$ cat src/rtl/detector_borda_pkg.sv
// Shared mode encoding and edge-qualification helper for the multi-channel edge detector.
package detector_borda_pkg;

  localparam logic [1:0] MODO_OFF     = 2'b00;
  localparam logic [1:0] MODO_SUBIDA  = 2'b01;
  localparam logic [1:0] MODO_DESCIDA = 2'b10;
  localparam logic [1:0] MODO_AMBAS   = 2'b11;

  // True when a transition in the given direction is reportable under this mode.
  function automatic logic qualifica(input logic [1:0] modo, input logic subida);
    logic ok;
    ok = 1'b0;
    case (modo)
      MODO_SUBIDA:  ok = subida;
      MODO_DESCIDA: ok = ~subida;
      MODO_AMBAS:   ok = 1'b1;
      default:      ok = 1'b0;
    endcase
    return ok;
  endfunction

endpackage

$ cat src/rtl/filtro_canal.sv
// One channel: input synchronizer, stability filter and registered level.
// aceita flags the cycle in which nivel is about to take the synced value.
module filtro_canal #(
  parameter int SYNC_STAGES = 2,
  parameter int FILT_CYCLES = 4
) (
  input  logic clk,
  input  logic rst,
  input  logic entrada,
  output logic nivel,
  output logic aceita
);

  localparam int CW = (FILT_CYCLES > 0) ? $clog2(FILT_CYCLES + 1) : 1;

  logic [SYNC_STAGES-1:0] sync;
  logic [CW-1:0]          count;
  logic                   synced;

  assign synced = sync[SYNC_STAGES-1];

  // The counter holds the number of settled mismatch cycles; a change is accepted
  // once it has seen FILT_CYCLES of them (immediately when FILT_CYCLES is 0).
  assign aceita = (synced != nivel) && (count == CW'(FILT_CYCLES));

  always_ff @(posedge clk or posedge rst) begin
    if (rst) begin
      sync  <= '0;
      count <= '0;
      nivel <= 1'b0;
    end else begin
      sync <= {sync[SYNC_STAGES-2:0], entrada};
      if (synced == nivel || aceita) begin
        count <= '0;
      end else begin
        count <= count + 1'b1;
      end
      if (aceita) begin
        nivel <= synced;
      end
    end
  end

endmodule

$ cat src/rtl/detector_borda_multi.sv
// Multi-channel filtered edge detector with per-channel mode, sticky flag and
// optional saturating edge counters (define DETECTOR_BORDA_CONTAGEM_EN).
module detector_borda_multi
  import detector_borda_pkg::*;
#(
  parameter int N_CH        = 4,
  parameter int SYNC_STAGES = 2,
  parameter int FILT_CYCLES = 4,
  parameter int CNT_W       = 8
) (
  input  logic                clk,
  input  logic                rst,
  input  logic [N_CH-1:0]     entrada,
  input  logic [2*N_CH-1:0]   modo,
  input  logic [N_CH-1:0]     limpa,
  output logic [N_CH-1:0]     nivel,
  output logic [N_CH-1:0]     pulso,
  output logic [N_CH-1:0]     pendente
`ifdef DETECTOR_BORDA_CONTAGEM_EN
  , output logic [N_CH*CNT_W-1:0] contagem
`endif
);

  if (N_CH < 1 || N_CH > 32) begin : g_bad_n_ch
    $error("N_CH out of range");
  end
  if (SYNC_STAGES < 2 || SYNC_STAGES > 4) begin : g_bad_sync
    $error("SYNC_STAGES out of range");
  end
  if (FILT_CYCLES < 0 || CNT_W < 1) begin : g_bad_cfg
    $error("FILT_CYCLES or CNT_W out of range");
  end

  logic [N_CH-1:0] aceita;
  logic [N_CH-1:0] pulso_next;

  for (genvar gi = 0; gi < N_CH; gi++) begin : g_canal
    filtro_canal #(
      .SYNC_STAGES(SYNC_STAGES),
      .FILT_CYCLES(FILT_CYCLES)
    ) u_filtro (
      .clk    (clk),
      .rst    (rst),
      .entrada(entrada[gi]),
      .nivel  (nivel[gi]),
      .aceita (aceita[gi])
    );

    // Direction comes from the level before the update: low now means rising.
    assign pulso_next[gi] = aceita[gi] && qualifica(modo[2*gi +: 2], ~nivel[gi]);
  end

  always_ff @(posedge clk or posedge rst) begin
    if (rst) begin
      pulso    <= '0;
      pendente <= '0;
    end else begin
      pulso    <= pulso_next;
      pendente <= (pendente & ~limpa) | pulso;
    end
  end

`ifdef DETECTOR_BORDA_CONTAGEM_EN
  localparam logic [CNT_W-1:0] CNT_MAX = '1;

  always_ff @(posedge clk or posedge rst) begin
    if (rst) begin
      contagem <= '0;
    end else begin
      for (int i = 0; i < N_CH; i++) begin
        // A clear coinciding with a pulse still counts that pulse.
        if (pulso[i]) begin
          if (limpa[i]) begin
            contagem[i*CNT_W +: CNT_W] <= CNT_W'(1);
          end else if (contagem[i*CNT_W +: CNT_W] != CNT_MAX) begin
            contagem[i*CNT_W +: CNT_W] <= contagem[i*CNT_W +: CNT_W] + 1'b1;
          end
        end else if (limpa[i]) begin
          contagem[i*CNT_W +: CNT_W] <= '0;
        end
      end
    end
  end
`endif

endmodule
$ cat config.mk
export PLATFORM = sky130hd
export DESIGN_NAME = detector_borda_multi
export DESIGN_NICKNAME = d
export VERILOG_FILES = /design/src/rtl/detector_borda_pkg.sv /design/src/rtl/filtro_canal.sv /design/src/rtl/detector_borda_multi.sv
export SDC_FILE = /design/constraint.sdc
export NUM_CORES = 1
export LEC_CHECK = 0
export ABC_AREA = 0
export CAP_MARGIN = 30
export CORE_ASPECT_RATIO = 0.9
export CORE_MARGIN = 2
export CORE_UTILIZATION = 48
export CTS_CLUSTER_DIAMETER = 100
export DETAILED_ROUTE_END_ITERATION = 7
export PLACE_DENSITY = 0.87
export SETUP_SLACK_MARGIN = 0.2
export SYNTH_ARGS = -nofsm -noshare
export SYNTH_HDL_FRONTEND = slang
export SYNTH_SLANG_ARGS = --single-unit
export TNS_END_PERCENT = 50
$ cat constraint.sdc
create_clock -name clk -period 1.3 [get_ports clk]
set_input_delay 0.13 -clock clk [delete_from_list [all_inputs] [get_ports clk]]
set_output_delay 0.13 -clock clk [all_outputs]
set_load 0.02 [all_outputs]
==> results.md, run 1 <==
- Die height: 53.94 um
- Compound-gate portion of the synthesized area: 6.961%
- Clk_lat worst skew: 0.33 ns
- Worst min-delay path class: in -> async
- YS warnings: 0
- DR vias: 904
- Register bit total from synthesis: 32
- Syn Area/Cell: 12.67 um2
- Ant. Diodes: 0
- Simple-Gate Fraction of Synth Area: 13.36%
- Slew headroom: 75.19%
- GP Congestion: 0.6893
- Crit end category: flop
- Leading cell type in the layout, fill and taps excluded: dfrtp_1
- Row cnt: 18
- Critical Path AT: 1.51 ns
- Area Overhead vs Synth: 41.02%
- Post-synthesis cell count: 105
- Clock Sinks: 32
- Status: complete, no violations
- Syn nets: 131
- DRT Wirelength: 2904 um
- Multiplexer share of the synthesized area: 3.387%
- CP startpoint kind: flop
- Routed Antenna Nets: 0
- DR iter-0 viols: 6
- Tcrit/Tclk final: 95.96%
- RSZ-0062 raised after global routing: yes
- Reg2Reg Depth: 3
- Clock Skews: 0.008633 ns
- Dpl ws: 0.07409 ns
- Crit-path max FO: 3
- Synth cell types: 15
- Static Leak: 0.9340 nW
- Fmax: 0.8017 GHz
- Sequential element share of the synthesized area: 60.21%
- Detailed placement HPWL: 1760 um
- Combinational family with the most area after synthesis: simple AND/OR/NAND/NOR gates
- Setup-failing EPs final: 0
- First-pass GRT wire length: 3877 um
- Netlist Area Pre-Place: 1330 um2
- Total grt overflow: 0
- 1st-pass router iterations: 4
- IO Pins: 30
- CTS tree: yes
- Final WS setup: 0.05258 ns
- CTS max path bufs: 2
- DR WL/cell: 16.41 um
- Pwr/cell area: 1868 nW/um2
- Global Route Usage Sum: 17.34%
- Max cap viols: 0
- Core Region: 2680 um2
- Initial Utilization: 49.63%
- Xor-xnor portion of the synthesized cell area: 2.634%
- Pin count of the biggest net entering global routing: 33
- Adder-Cell Fraction of Synth Area: 7.526%
- Final core utilization: 69.98%
- Number of CTS-inserted buffers: 5
- Vias in the first global route: 913
- Die span in x: 59.49 um
- Final min period: 1.247 ns
- DIE AREA: 3208 um2
- Most frequent cells in the layout: 32 x dfrtp_1, 17 x clkdlybuf4s50_1, 9 x buf_2, 8 x nand3b_1, 8 x buf_4
- PortBufs: 29
- Hold Violations, Final: 0
- Fillers: 200
- Share of layout cells above drive strength 1: 38.78%
- Vias/cell: 5.107
- DRC viols: 0
- Worst-path clk slew: 0.10 ns
- Maximum vdd drop: 1356 uV
- Hold Buf Count CTS: 0
- Nets@finish: 172
- Crit path required time: 1.56 ns
- Slew @ Worst Pin: 0.3695 ns
- CTS H-tree depth: 2
- Slew Viols, Final: 0
- Initial antenna violation count: 0
- Crit Path Category: reg -> reg
- CTS root buffer: clkbuf_4
## critical path, stage by stage (launching register included)
cell and delay, ns:
dfrtp_1 0.43, ha_2 0.20, or3b_1 0.40, a21oi_2 0.15
## through the flow
| step | TNS [ns] | instance area, um2 | power (W) | hold slack [ns] | std cells |
|---|---|---|---|---|---|
| global route | -0.00008771 | 1876 | 0.003697 | 0.1606 | 177 |
| detailed placement | 0 | 1655 | 0.002277 | 0.3347 | 161 |
| global placement | 0 | 1655 | 0.002177 | 0.3342 | 161 |
| floorplan | 0 | 1338 | 0.001998 | 0.1614 | 105 |
| finish | 0 | 1876 | 0.003504 | 0.1379 | 177 |
| CTS | 0 | 1768 | 0.003204 | 0.1341 | 174 |
## final cells by class
cell class | instances | area (um2) | share of cell area, %
sequential | 32 | 800.8 | 42.70
multi-input combinational | 56 | 569.3 | 30.35
timing repair buffer | 38 | 324.1 | 17.28
clock buffer | 7 | 65.06 | 3.469
inverter | 13 | 48.80 | 2.602
tap | 30 | 37.54 | 2.001
clock inverter | 1 | 30.03 | 1.601
## kinds of logic after synthesis
logic type / after synthesis
AO/OA/AOI/OAI: 15
XOR/XNOR: 4
adder cells (fa/ha/maj): 8
buffers and inverters: 17
flip-flops: 32
multiplexers: 4
AND/OR/NAND/NOR: 25
## where the power goes
group	internal [W]	total (W)	leakage [nW]	switching, W
sequential	0.00120	0.00139	0.413	0.000192
combinational	0.000687	0.00128	0.469	0.000589
clock	0.000511	0.000837	0.0515	0.000326
## cell usage after synthesis (all sizes together)
library cell	instances	area share, %
nand2b	4	1.9
nor3b	1	0.56
inv	13	3.7
buf	4	2.3
dfrtp	32	60
a21oi	8	3.0
and3b	4	2.6
nand3b	8	4.5
a21o	4	2.3
ha	8	7.5
or3b	4	2.6
xnor2	4	2.6
a211oi	3	1.7
nand2	4	1.1
mux2	4	3.4
## state kept, by name, summed over array words and instances (netlist names)
| register | cells |
|---|---|
| g_canal.u_filtro.count | 12 |
| g_canal.u_filtro.nivel | 4 |
| g_canal.u_filtro.sync | 8 |
| pendente | 4 |
| pulso | 4 |
## what timing repair did
item                                    4_1_cts  5_1_grt
endpoints found under the setup margin       20       17
resized for setup                            49       25
pin swaps                                     7        9
setup buffers                                 5        3
## worst paths after layout
check,slack (ns),startpoint,end
worst min register to register,0.36,g_canal[3].u_filtro.sync[0]$_DFF_PP0_,g_canal[3].u_filtro.sync[1]$_DFF_PP0_
worst max register to register,0.05,g_canal[0].u_filtro.count[0]$_DFF_PP0_,g_canal[0].u_filtro.count[2]$_DFF_PP0_
max in group asynchronous,0.99,rst,pulso[1]$_DFF_PP0_
worst max-delay path,0.05,g_canal[0].u_filtro.count[0]$_DFF_PP0_,g_canal[0].u_filtro.count[2]$_DFF_PP0_
min in group clk,0.23,entrada[0],g_canal[0].u_filtro.sync[0]$_DFF_PP0_
worst min-delay path,0.14,rst,g_canal[3].u_filtro.nivel$_DFFE_PP0P_
## routing by layer
| metal | vias to the layer above | GRT usage [%] | routed length (um) |
|---|---|---|---|
| met5 | - | 0 | 0 |
| met4 | 0 | 5.682 | 13 |
| met3 | 2 | 6.490 | 132 |
| met2 | 30 | 32.42 | 1673 |
| met1 | 446 | 17.86 | 1085 |
| li1 | 426 | - | - |
Note: power is estimated with default switching activity, not from simulation.
==> run 2: changes to the inputs <==
--- a/config.mk
+++ b/config.mk
@@ -12,8 +12,10 @@
 export CORE_UTILIZATION = 48
 export CTS_CLUSTER_DIAMETER = 100
 export DETAILED_ROUTE_END_ITERATION = 7
+export GPL_TIMING_DRIVEN = 0
 export PLACE_DENSITY = 0.87
 export SETUP_SLACK_MARGIN = 0.2
+export SLEW_MARGIN = 40
 export SYNTH_ARGS = -nofsm -noshare
 export SYNTH_HDL_FRONTEND = slang
 export SYNTH_SLANG_ARGS = --single-unit
==> results.md, run 2 (same netlist as run 1, synthesis figures left out) <==
- Status: complete, no violations
- Ant. Diodes: 0
- Total grt overflow: 0
- PnR Total Power: 0.003560 W
- Clk_lat worst skew: 0.33 ns
- Row cnt: 18
- CTS max path bufs: 2
- Core Region: 2680 um2
- Multi-input gate area: 533.0 um2
- PortBufs: 29
- Die height: 53.94 um
- Clock Skews: 0.01017 ns
- Switch share: 30.20%
- Most frequent cells in the layout: 32 x dfrtp_1, 17 x clkdlybuf4s50_1, 11 x buf_4, 9 x inv_1, 8 x nand3b_1
- Setup-failing EPs final: 0
- Part of the power in the clock network: 23.7%
- DRC viols: 0
- Global Route Usage Sum: 17.29%
- Combinational Power Share: 37.9%
- Area Overhead vs Synth: 41.39%
- Clock Sinks: 32
- Leading cell type in the layout, fill and taps excluded: dfrtp_1
- Largest stage delay, worst path: 0.41 ns
- Die span in x: 59.49 um
- Sequential share of power: 38.4%
- Initial Utilization: 49.63%
- DR vias: 932
- Fmax: 0.7991 GHz
- Critical path buffers and inverters: 1
- Critical Path AT: 1.52 ns
- Worst-path clk slew: 0.10 ns
- DR iter-0 viols: 13
- Switching power: 0.001075 W
- Number of CTS-inserted buffers: 5
- Crit end category: flop
- Worst min-delay path class: in -> reg
- GP Congestion: 0.6648
- Max cap viols: 0
- DR WL/cell: 14.64 um
- 1st-pass router iterations: 4
- CTS root buffer: clkbuf_4
- Hold Violations, Final: 0
- Regs by FF count: g_canal.u_filtro.count: 12 flops, g_canal.u_filtro.sync: 8 flops
- Slew headroom: 56.67%
- Crit-path max FO: 3
- Pin count of the biggest net entering global routing: 33
- WHS: 0.2279 ns
- Static Leak: 0.9375 nW
- Vias/cell: 5.121
- RSZ-0062 raised after global routing: yes
- IO Pins: 30
- CP delay by family, top: flip-flops
- Vias in the first global route: 925
- DIE AREA: 3208 um2
- Final min period: 1.251 ns
- Crit path cell chain: inv_2, ha_4, or3b_1, a21oi_2
- Share of layout cells above drive strength 1: 38.16%
- Tcrit/Tclk final: 96.26%
- CP startpoint kind: flop
- Crit Path Category: reg -> reg
- Slew @ Worst Pin: 0.6490 ns
- CTS tree: yes
- Largest register FFs: 12
- Top reg by flops: g_canal.u_filtro.count
- Slew Viols, Final: 0
- Pint: 0.002485 W
- DRT Wirelength: 2664 um
- Hold Buf Count CTS: 0
- Maximum vdd drop: 1382 uV
- Crit path required time: 1.57 ns
- Fillers: 193
- Initial antenna violation count: 0
- Nets@finish: 177
- First-pass GRT wire length: 3843 um
- Detailed placement HPWL: 1730 um
- Worst path slowest cell: dfrtp_1
- Seq. cell area: 800.8 um2
- CTS H-tree depth: 2
- Pwr/cell area: 1893 nW/um2
- Routed Antenna Nets: 0
-- run 2: worst paths after layout --
kind / from / endpoint / slack (ns) / cells past startpoint
worst max-delay path: g_canal[3].u_filtro.count[0]$_DFF_PP0_ / g_canal[3].u_filtro.count[2]$_DFF_PP0_ / 0.05 / 4
worst max register to register: g_canal[3].u_filtro.count[0]$_DFF_PP0_ / g_canal[3].u_filtro.count[2]$_DFF_PP0_ / 0.05 / 4
min in group asynchronous: rst / pulso[3]$_DFF_PP0_ / 0.24 / 2
max in group asynchronous: rst / g_canal[2].u_filtro.nivel$_DFFE_PP0P_ / 0.64 / 2
worst min register to register: g_canal[1].u_filtro.sync[0]$_DFF_PP0_ / g_canal[1].u_filtro.sync[1]$_DFF_PP0_ / 0.35 / 0
worst min-delay path: entrada[3] / g_canal[3].u_filtro.sync[0]$_DFF_PP0_ / 0.23 / 1
-- run 2: cell type report --
| type | count | area share [%] |
|---|---|---|
| repair buffers | 39 | 17.23 |
| plain buffers | 4 | 2.196 |
| clock inverters | 1 | 1.597 |
| flip-flops and latches | 32 | 42.58 |
| multi-input cells | 56 | 28.34 |
| inverters | 13 | 2.595 |
| well taps | 30 | 1.996 |
| clock buffers | 7 | 3.460 |
-- run 2: metrics by stage --
stage / cell area (um2) / util [%] / setup TNS (ns) / std cells / setup WS [ns]
floorplan: 1338 / - / 0 / 105 / 0.1807
CTS: 1772 / 66.11 / 0 / 176 / 0.06281
global route: 1881 / 70.17 / 0 / 182 / 0.02379
global placement: 1665 / 62.14 / -6.260 / 164 / -0.1964
detailed placement: 1665 / 62.14 / 0 / 164 / 0.05499
finish: 1881 / 70.17 / 0 / 182 / 0.04859
-- run 2: power by group through the flow --
stage / combinational, W / clock, W / sequential [W]
final: 0.00135 / 0.000845 / 0.00137
after floorplan: 0.000631 / 0 / 0.00137
after global placement: 0.000876 / 0 / 0.00137
after CTS: 0.00109 / 0.000864 / 0.00134
after global routing: 0.00147 / 0.000922 / 0.00139
after detailed placement: 0.000941 / 0 / 0.00140
-- run 2: what timing repair did --
item,in CTS,in global routing
setup buffers,4,6
endpoints found under the setup margin,20,20
pin swaps,0,4
gates resized for setup,52,25
-- run 2: worst reg2reg max path, delay by kind of cell (launching register included) --
kind | cells | cell delay, ns
adder cells (fa/ha/maj) | 1 | 0.17
flip-flops | 1 | 0.41
buffers and inverters | 1 | 0.06
AO/OA/AOI/OAI | 1 | 0.15
AND/OR/NAND/NOR | 1 | 0.40
-- run 2: per-layer routing --
metal / share of wire (%) / vias to the layer above / global-route usage [%]
met5: 0 / - / 0
met4: 0.64 / 0 / 5.682
met3: 6.0 / 3 / 8.173
met2: 56 / 25 / 31.14
met1: 37 / 465 / 17.70
li1: - / 439 / -
==> run 3: changes to the inputs <==
--- a/config.mk
+++ b/config.mk
@@ -12,8 +12,7 @@
 export CORE_UTILIZATION = 48
 export CTS_CLUSTER_DIAMETER = 100
 export DETAILED_ROUTE_END_ITERATION = 7
-export GPL_TIMING_DRIVEN = 0
-export PLACE_DENSITY = 0.87
+export PLACE_DENSITY = 0.79
 export SETUP_SLACK_MARGIN = 0.2
 export SLEW_MARGIN = 40
 export SYNTH_ARGS = -nofsm -noshare
==> results.md, run 3 (same netlist as run 1, synthesis figures left out) <==
- Status: complete, no violations
- Setup tns final: 0 ns
- Critical R2R Launch: g_canal[3].u_filtro.count[0]$_DFF_PP0_
- Die span in x: 59.49 um
- 1st-pass router iterations: 4
- Setup-failing EPs final: 0
- Sequential share of power: 40.2%
- Fmax: 0.8108 GHz
- DIE AREA: 3208 um2
- Dpl ws: 0.05854 ns
- Detailed placement HPWL: 1747 um
- Regs by FF count: g_canal.u_filtro.count: 12 flops, g_canal.u_filtro.sync: 8 flops
- Clock Sinks: 32
- Maximum vdd drop: 1140 uV
- Combinational Power Share: 35.0%
- Worst min-delay path class: in -> async
- Crit path required time: 1.57 ns
- Clock Skews: 0.008685 ns
- Critical path buffers and inverters: 0
- Critical Path AT: 1.50 ns
- Slew Viols, Final: 0
- Initial antenna violation count: 0
- Crit path cell chain: ha_2, or3b_4, a21oi_2
- Ant. Diodes: 0
- Top reg by flops: g_canal.u_filtro.count
- Row cnt: 18
- Part of the power in the clock network: 24.8%
- Pin count of the biggest net entering global routing: 23
- Number of CTS-inserted buffers: 5
- Largest stage delay, worst path: 0.43 ns
- Worst-path clk slew: 0.10 ns
- Largest register FFs: 12
- Vias in the first global route: 895
- Share of layout cells above drive strength 1: 36.49%
- Slew headroom: 75.50%
- Fillers: 202
- Total grt overflow: 0
- Leading cell type in the layout, fill and taps excluded: dfrtp_1
- Switch share: 30.95%
- Most frequent cells in the layout: 31 x dfrtp_1, 17 x clkdlybuf4s50_1, 10 x buf_4, 9 x inv_1, 9 x buf_2
- Core Region: 2680 um2
- First-pass GRT wire length: 3967 um
- DR WL/cell: 14.70 um
- Final WS setup: 0.06669 ns
- Area Overhead vs Synth: 38.57%
- Slew @ Worst Pin: 0.3649 ns
- CTS max path bufs: 2
- Static Leak: 0.9149 nW
- Vias/cell: 5.107
- RSZ-0062 raised after global routing: yes
- Nets@finish: 173
- Reg2Reg Depth: 3
- Tcrit/Tclk final: 94.87%
- IO Pins: 30
- Initial Utilization: 49.63%
- Worst path slowest cell: dfrtp_1
- CTS root buffer: clkbuf_4
- CTS H-tree depth: 2
- Pwr/cell area: 1867 nW/um2
- CP startpoint kind: flop
- CTS tree: yes
- RR Endpoint: g_canal[3].u_filtro.count[2]$_DFF_PP0_
- Clk_lat worst skew: 0.33 ns
- DR iter-0 viols: 11
- DRC viols: 0
- Global Route Usage Sum: 17.50%
- Pint: 0.002376 W
- Crit Path Category: reg -> reg
- PortBufs: 29
- Switching power: 0.001065 W
- Routed Antenna Nets: 0
- DRT Wirelength: 2617 um
- CP delay by family, top: flip-flops
- Final min period: 1.233 ns
- Die height: 53.94 um
- Max cap viols: 0
- Hold Buf Count CTS: 0
- DR vias: 909
- Crit end category: flop
- Crit-path max FO: 3
- Hold Violations, Final: 0
- GP Congestion: 0.7502
- Flop2flop setup slack: 0.07 ns
==> run 3: worst max-delay path by stage <==
stage / startpoint / end / slack [ns] / cells past startpoint
global route: g_canal[2].u_filtro.count[0]$_DFF_PP0_ / g_canal[2].u_filtro.count[2]$_DFF_PP0_ / 0.03 / 3
CTS: g_canal[3].u_filtro.count[0]$_DFF_PP0_ / g_canal[3].u_filtro.count[2]$_DFF_PP0_ / 0.05 / 3
floorplan: g_canal[1].u_filtro.count[0]$_DFF_PP0_ / g_canal[1].u_filtro.count[2]$_DFF_PP0_ / 0.18 / 4
global placement: g_canal[3].u_filtro.count[0]$_DFF_PP0_ / g_canal[3].u_filtro.count[2]$_DFF_PP0_ / 0.14 / 3
detailed placement: g_canal[3].u_filtro.count[0]$_DFF_PP0_ / g_canal[3].u_filtro.count[2]$_DFF_PP0_ / 0.06 / 3
finish: g_canal[3].u_filtro.count[0]$_DFF_PP0_ / g_canal[3].u_filtro.count[2]$_DFF_PP0_ / 0.07 / 3
==> run 3: power groups by stage <==
stage               clock network, W  registers [W]  logic (W)
floorplan                          0        0.00137   0.000631
finish                      0.000852        0.00138    0.00120
detailed placement                 0        0.00140   0.000865
global route                0.000914        0.00141    0.00133
CTS                         0.000866        0.00136   0.000892
global placement                   0        0.00137   0.000808
==> run 3: worst min-delay path: cells and delay by family <==
family   cells  cell delay (ns)
buf+inv      3             0.64
==> run 3: area by class of cell <==
class	count	area (um2)	area share [%]
Timing Repair Buffer	39	319.1	17.31
Clock inverter	1	30.03	1.629
Tap cell	30	37.54	2.037
Sequential cell	32	802.0	43.52
Clock buffer	7	65.06	3.530
Inverter	13	48.80	2.648
Multi-Input combinational cell	56	540.5	29.33
==> run 3: timing repair <==
action | in CTS | in global routing
pin swaps | 3 | 9
resized for setup | 43 | 26
setup buffers | 2 | 6
cloned | 0 | 0
endpoints found under the setup margin | 20 | 18
==> run 3: routing by layer <==
layer  global-route usage [%]  share of wire, %
met5                        0                 0
met3                    6.490               5.1
met4                    6.439              0.84
met1                    19.57                40
met2                    30.59                54
==> run 3: through the flow <==
stage	util (%)	hold WS (ns)	instance area, um2	power [W]	std cells
finish	68.77	0.08065	1843	0.003441	178
global route	68.77	0.09599	1843	0.003659	178
global placement	61.58	0.3323	1650	0.002176	162
CTS	64.24	0.08054	1722	0.003118	172
detailed placement	61.58	0.3531	1650	0.002269	162
floorplan	-	0.1614	1338	0.001998	105
